## src/rtl/shared_reg_arbiter.sv

```systemverilog
// shared_reg_arbiter: 4-way round-robin arbiter guarding one shared register.
// Optional macro SHARED_REG_LOCK_EN adds a lock port for multi-cycle holds.
module shared_reg_arbiter #(
  parameter int WIDTH    = 8,
  parameter int MAX_HOLD = 4
) (
  input  logic               clk,
  input  logic               reset,
  input  logic [3:0]         req,
  input  logic [4*WIDTH-1:0] wdata,
`ifdef SHARED_REG_LOCK_EN
  input  logic [3:0]         lock,
`endif
  input  logic               clr,
  output logic [3:0]         gnt,
  output logic               ack,
  output logic [WIDTH-1:0]   q,
  output logic               busy
);

  typedef enum logic {IDLE, GRANT} state_t;

  state_t           state, state_d;
  logic [1:0]       ptr, ptr_d;
  logic [1:0]       gidx, gidx_d;
  logic [3:0]       gnt_d;
  logic             ack_d;
  logic [WIDTH-1:0] q_d;
  logic             found;
  logic [1:0]       win;
  logic [1:0]       cand;
  logic             wr;
  logic             stay;
`ifdef SHARED_REG_LOCK_EN
  logic [3:0]       hold, hold_d;
`endif

  assign busy = (state == GRANT);
  assign wr   = (state == GRANT) && req[gidx];

`ifdef SHARED_REG_LOCK_EN
  assign stay = wr && lock[gidx]
             && (({1'b0, hold} + 5'd1) < 5'(MAX_HOLD));
`else
  assign stay = 1'b0;
`endif

  // round-robin search starting just after the last winner
  always_comb begin
    found = 1'b0;
    win   = ptr;
    cand  = ptr;
    for (int k = 1; k <= 4; k++) begin
      cand = ptr + 2'(k);
      if (!found && req[cand]) begin
        found = 1'b1;
        win   = cand;
      end
    end
  end

  // next-state, grant, ack and register-write decisions
  always_comb begin
    state_d = state;
    ptr_d   = ptr;
    gidx_d  = gidx;
    gnt_d   = gnt;
    ack_d   = wr;
    q_d     = q;
`ifdef SHARED_REG_LOCK_EN
    hold_d  = hold;
`endif
    if (clr) begin
      q_d = '0;
    end else if (wr) begin
      q_d = wdata[int'(gidx)*WIDTH +: WIDTH];
    end
    unique case (state)
      IDLE: begin
        if (found) begin
          state_d = GRANT;
          ptr_d   = win;
          gidx_d  = win;
          gnt_d   = 4'b0001 << win;
`ifdef SHARED_REG_LOCK_EN
          hold_d  = 4'd0;
`endif
        end else begin
          gnt_d = 4'b0000;
        end
      end
      GRANT: begin
        if (stay) begin
`ifdef SHARED_REG_LOCK_EN
          hold_d = hold + 4'd1;
`endif
        end else begin
          state_d = IDLE;
          gnt_d   = 4'b0000;
        end
      end
    endcase
  end

  // state and output registers, cleared asynchronously
  always_ff @(posedge clk or negedge reset) begin
    if (!reset) begin
      state <= IDLE;
      ptr   <= 2'd3;
      gidx  <= 2'd0;
      gnt   <= 4'b0000;
      ack   <= 1'b0;
      q     <= '0;
`ifdef SHARED_REG_LOCK_EN
      hold  <= 4'd0;
`endif
    end else begin
      state <= state_d;
      ptr   <= ptr_d;
      gidx  <= gidx_d;
      gnt   <= gnt_d;
      ack   <= ack_d;
      q     <= q_d;
`ifdef SHARED_REG_LOCK_EN
      hold  <= hold_d;
`endif
    end
  end

endmodule

```

## config.mk

```make
export PLATFORM = sky130hd
export DESIGN_NAME = shared_reg_arbiter
export DESIGN_NICKNAME = d
export VERILOG_FILES = /design/src/rtl/shared_reg_arbiter.sv
export SDC_FILE = /design/constraint.sdc
export NUM_CORES = 1
export LEC_CHECK = 0
export ABC_AREA = 1
export CAP_MARGIN = 10
export CORE_MARGIN = 2
export CORE_UTILIZATION = 39
export DETAILED_ROUTE_END_ITERATION = 6
export GPL_ROUTABILITY_DRIVEN = 0
export MAX_ROUTING_LAYER = met4
export PLACE_DENSITY = 0.73
export SETUP_SLACK_MARGIN = 0.3
export SYNTH_ARGS = -nofsm -noshare
export SYNTH_HDL_FRONTEND = slang
export SYNTH_SLANG_ARGS = --single-unit
```

## constraint.sdc

```tcl
create_clock -name clk -period 4.2 [get_ports clk]
set_clock_uncertainty 0.2 [all_clocks]
set_input_delay 1.05 -clock clk [delete_from_list [all_inputs] [get_ports clk]]
set_output_delay 1.05 -clock clk [all_outputs]
set_load 0.005 [all_outputs]
```

# == Word level (Yosys, flattened, before mapping) ==
# Cells that the tools add are included.
# word_totals
reg_bits,18
in_bits,39
out_inout_bits,14
elab_cells,50
# classes
add_sub_neg,3
magnitude_cmp,5
shifts,2
n_mux,24
bitwise,1
reduce_logical,9
# op_table
op,count
$shiftx 32x6->8,1
$mux 8,2
$lt 2x3->1 const B,5
$bmux 1 s2,5
$mux 1,10
$mux 2,4
$pmux 4 s2,1
$add 2x2->2 const B,2
$logic_and 1x1->1,4
$mux 4,1
$shl 1x2->4 const A,1
$logic_not 1->1,3
$add 2x1->2 const B,1
$pmux 1 s2,1
$reduce_and 2->1,1
$reduce_bool 2->1,1
$not 1->1,1

# == Longest topological paths before layout ==
# depth
ltp_word,16
mapped_depth,13
depth_no_buf,12

# == Least setup slack after synthesis ==
# No wires, ideal clock.
# synth_timing
path_type,input to register
startpoint,in req[1]
endpoint,reg gidx[0]
setup_time_ns,0.117
t_arrival_ns,1.847
t_required_ns,3.883
slack_ns,2.036
stages,10
path_buffers,0
path_cell_list,inv_1 nand2_1 nand3_1 nand2_4 nor2_8 nand2_4 nand2_1 nand2_1 nand2_4 nand2_2
# synth_between
elab_chain_len,13
elab_cells_between_ends,23
classes_between,mux: 16; reduce/logical: 7
# synth_lines
item,line,rtl
start: declaration,9,"input logic [3:0] req,"
$bmux 1 s2,55,if (!found && req[cand]) begin
$mux 1 (implied by the code),55,
$mux 1,55,
$logic_not 1->1,55,
$logic_and 1x1->1,55,
$mux 1,55,
$logic_not 1->1,55,
$logic_and 1x1->1,55,
$mux 1,55,
$logic_not 1->1,55,
$logic_and 1x1->1,55,
$mux 1,55,
$reduce_and 2->1 (no line),n/a,
end signal: assignment,120,gidx <= gidx_d;
end: declaration,25,"logic [1:0] gidx, gidx_d;"
# Several ways; a longest one is shown, not always the timed one. The select of a mux whose other input is x is not followed.
# A chain may end at the register's enable or synchronous reset.

# == Worst setup path in the final report ==
# layout_timing
startpoint,reg state (netlist: busy)
endpoint,out busy
# layout_rtl
item,line,rtl
start: declaration,23,"state_t state, state_d;"
start signal: assignment,118,state <= state_d;
end: declaration,18,output logic busy
# No word-level cell between the ends.

==> run summary <==
========================================================================================
Run status                                                                  complete, no violations
Total routing resource utilization after global routing                            17.7%
Synthesized-area fraction occupied by xor and xnor cells                              0%
DRC Markers                                                                            0
Setup repair after global routing missed its margin                                   no
Die Footprint                                                                0.00389 mm²
Top flip-flop cell by instance count after synthesis                             dfrtp_1
Post-cts sizing count                                                                  0
Clock root cell                                                                 clkbuf_4
Largest delay share family, worst path                                      buffers and inverters
Mapped Cells                                                                         168
Number of cell rows                                                                   21
Crit path time final                                                             2.41 ns
Clock insertion delay at the later pin of the skew report                        0.29 ns
Total wirelength of the detailed-routed design                                   3.15 mm
Total number of vias                                                                1259
Average wire length per cell after detail routing                                11.9 µm
Number of diodes                                                                       0
Adder-Cell Fraction of Synth Area                                                     0%
Number of nets in the finished design                                                258
Post-placement cell count                                                            260
Cell internal power dissipation                                                 0.714 mW
Total Neg Setup Slack                                                               0 ns
Area share of and/or/nand/nor cells after synthesis                                43.8%
Largest net degree at the start of global routing                                     22
Final Hold Vio Count                                                                   0
Min-delay worst type                                                        flip-flop to flip-flop
# Max-Cap Violations                                                                   0
Worst path arrival time                                                          1.16 ns
Leading cell types in the layout, fill and taps excluded                    clkdlybuf4s50_1, nand2_1, nand2_2
Combined area of the multi-input logic cells                                     773 µm²
Critical path buffer and inverter count                                                1
Dpl hpwl                                                                         2.45 mm
Cell with the biggest individual delay on the critical path                 clkdlybuf4s50_1
Total of hold buffers inserted after clock tree synthesis                              0
Leftover overflow at the end of global routing                                         0
Cell variety after synth                                                              28
Clock Power Share                                                                   7.3%
Starting density of the core                                                       40.1%
Average instance area after synthesis                                           7.90 µm²
Worst slew pin tran                                                             0.773 ns
Slew HR                                                                            48.3%
Die outline width                                                                62.3 µm
Largest stage delay on the critical path                                         0.50 ns
Sequential fraction of design power                                                24.2%
Category of the most critical setup path                                    flip-flop to primary output
Sort of element at the start of the critical path                              flip-flop
Syn-to-layout area delta                                                           43.3%
Sequential-to-total area share from yosys stat                                     34.1%
Final-report setup violation count                                                     0
Routed via count divided by cell count                                              4.77
Net load switching power                                                        0.705 mW
ANT nets after route                                                                   0
Post-CTS setup repair buffer count                                                     0
Switching power as a share of total power                                          49.7%
Sinks on the clock net                                                                18
Largest buffer count on any clock path                                                 2
Clock-pin slew of the registers on the worst-case setup and hold paths           0.10 ns
Fraction of synthesized area in multiplexers                                          0%
Number of flops mapped to enable cells by yosys                                        0
Area of the core                                                             0.00331 mm²
Die span in y                                                                    62.3 µm
Share of flip-flops with an asynchronous set or reset                               100%
Power per unit of standard cell area                                          746 mW/mm²
Worst-path cell chain                                                       clkdlybuf4s50_1
Number of buffers inserted by port buffering                                          52
Clock tree from TritonCTS                                                            yes
Crit. End Element                                                           primary output
Main combinational cell family by area after synthesis                      simple AND/OR/NAND/NOR gates
Number of search-and-repair iterations in the first detailed-routing pass              4
Maximum clock frequency                                                          414 MHz
Syn_nets                                                                             207
Share of cells above drive strength 1                                              22.5%
Filler Cell Count                                                                    324
Portion of total power attributed to combinational logic                           68.5%
P_leak                                                                          0.875 nW
Yosys warns                                                                            0
Share of the cycle needed by the critical path after routing                       57.5%
Footprint of the flip-flops and latches                                          453 µm²
Maximum resistive drop on vdd                                                 0.000344 V
Antenna violations before repair                                                       0
Total standard cell area after synthesis                                     0.00133 mm²
Via count of the first global-routing pass                                          1078
Number of top-level pins                                                              53
Total power consumption of the routed design                                     1.42 mW
Number of levels the H-tree was split into                                             1
Number of cells in the finished layout apart from fillers                            264
First-pass GRT wire length                                                       5.31 mm
Required time of the critical path                                               2.95 ns
Top fanout value on the critical path                                                  2
Cts bufs inserted                                                                      3
Area fraction in compound gates after synthesis                                    14.4%
Number of DRC markers after the initial detailed-route iteration                      79
Seq cells post-synth                                                                  18
Most common cell after layout, fill and taps aside                          clkdlybuf4s50_1
Slew Limit Fails                                                                       0
========================================================================================
-- registers in the layout (all words and copies together), names as in the netlist --
signal	cells
q	8
busy	1
gidx	2
ack	1
gnt	4
ptr	2
-- synth_stat cells, types with 2 or more instances --
master     n  area share (%)
buf_6      2             1.7
nand2_2   18             8.5
nand2_4   11             9.3
inv_2      2            0.57
nor2_2     4             1.9
nand3_1   13             4.9
o21ai_1    9             3.4
dfrtp_1   16              30
a32o_1     8             6.0
nand2_1   51              14
dfstp_2    2             4.0
clkinv_1   2            0.57
clkbuf_1   2            0.57
buf_2      2            0.75
nor2_1     2            0.57
a21oi_1    9             3.4
inv_1      4             1.1
-- cell families (layout without fill, tap and decap cells) --
group           after synthesis  after routing
simple gates                103            103
compound gates               29             29
flops                        18             18
buf+inv                      18             68
-- worst reg2reg max path, cell delays in order (launching register included) --
cell and delay [ns]:
dfrtp_1 0.76, clkinv_1 0.57, o21ai_1 0.31, a21oi_2 0.12, inv_2 0.14, nand3_1 0.08
o21ai_1 0.09
-- final timing paths --
path                               from      end  slack (ns)  depth (start not counted)
worst max-delay path               busy     busy        1.79                          1
worst min-delay path               q[0]     q[0]        0.33                          2
worst max register to register  gidx[0]     q[4]        1.86                          6
worst min register to register     q[0]     q[0]        0.33                          2
max in group asynchronous         reset     q[4]        2.31                          1
min in group asynchronous         reset  gidx[0]        1.00                          1
-- area by class of cell --
type | instances | area share [%]
inverters | 12 | 3.22
repair buffers | 52 | 27.4
clock buffers | 4 | 1.91
well taps | 46 | 3.03
multi-input cells | 132 | 40.7
flip-flops and latches | 18 | 23.8
-- per-stage QoR --
step	utilization, %	cell area [µm²]	setup WS (ns)	hold slack [ns]
5_1_grt	57.4	1900	1.62	0.359
3_3_place_gp	56.3	1870	1.49	0.305
4_1_cts	57.4	1900	1.77	0.332
2_1_floorplan	-	1330	2.04	0.310
6_report	57.4	1900	1.79	0.329
3_5_place_dp	56.3	1870	1.48	0.307
-- routing by layer --
metal	part of all wire (%)	vias to the layer above	GRT usage, %
li1	-	656	-
met1	50	571	26.3
met2	44	28	24.3
met3	4.9	4	3.08
met4	1.1	0	5.83
met5	0	-	-
-- power groups by stage --
stage	clock, mW	combinational (mW)	sequential [mW]
floorplan	0	0.788	0.294
global placement	0	0.972	0.348
detailed placement	0	0.979	0.348
CTS	0.107	0.984	0.346
global route	0.115	1.08	0.356
finish	0.103	0.972	0.343
Power figures use the tool's default switching activity.
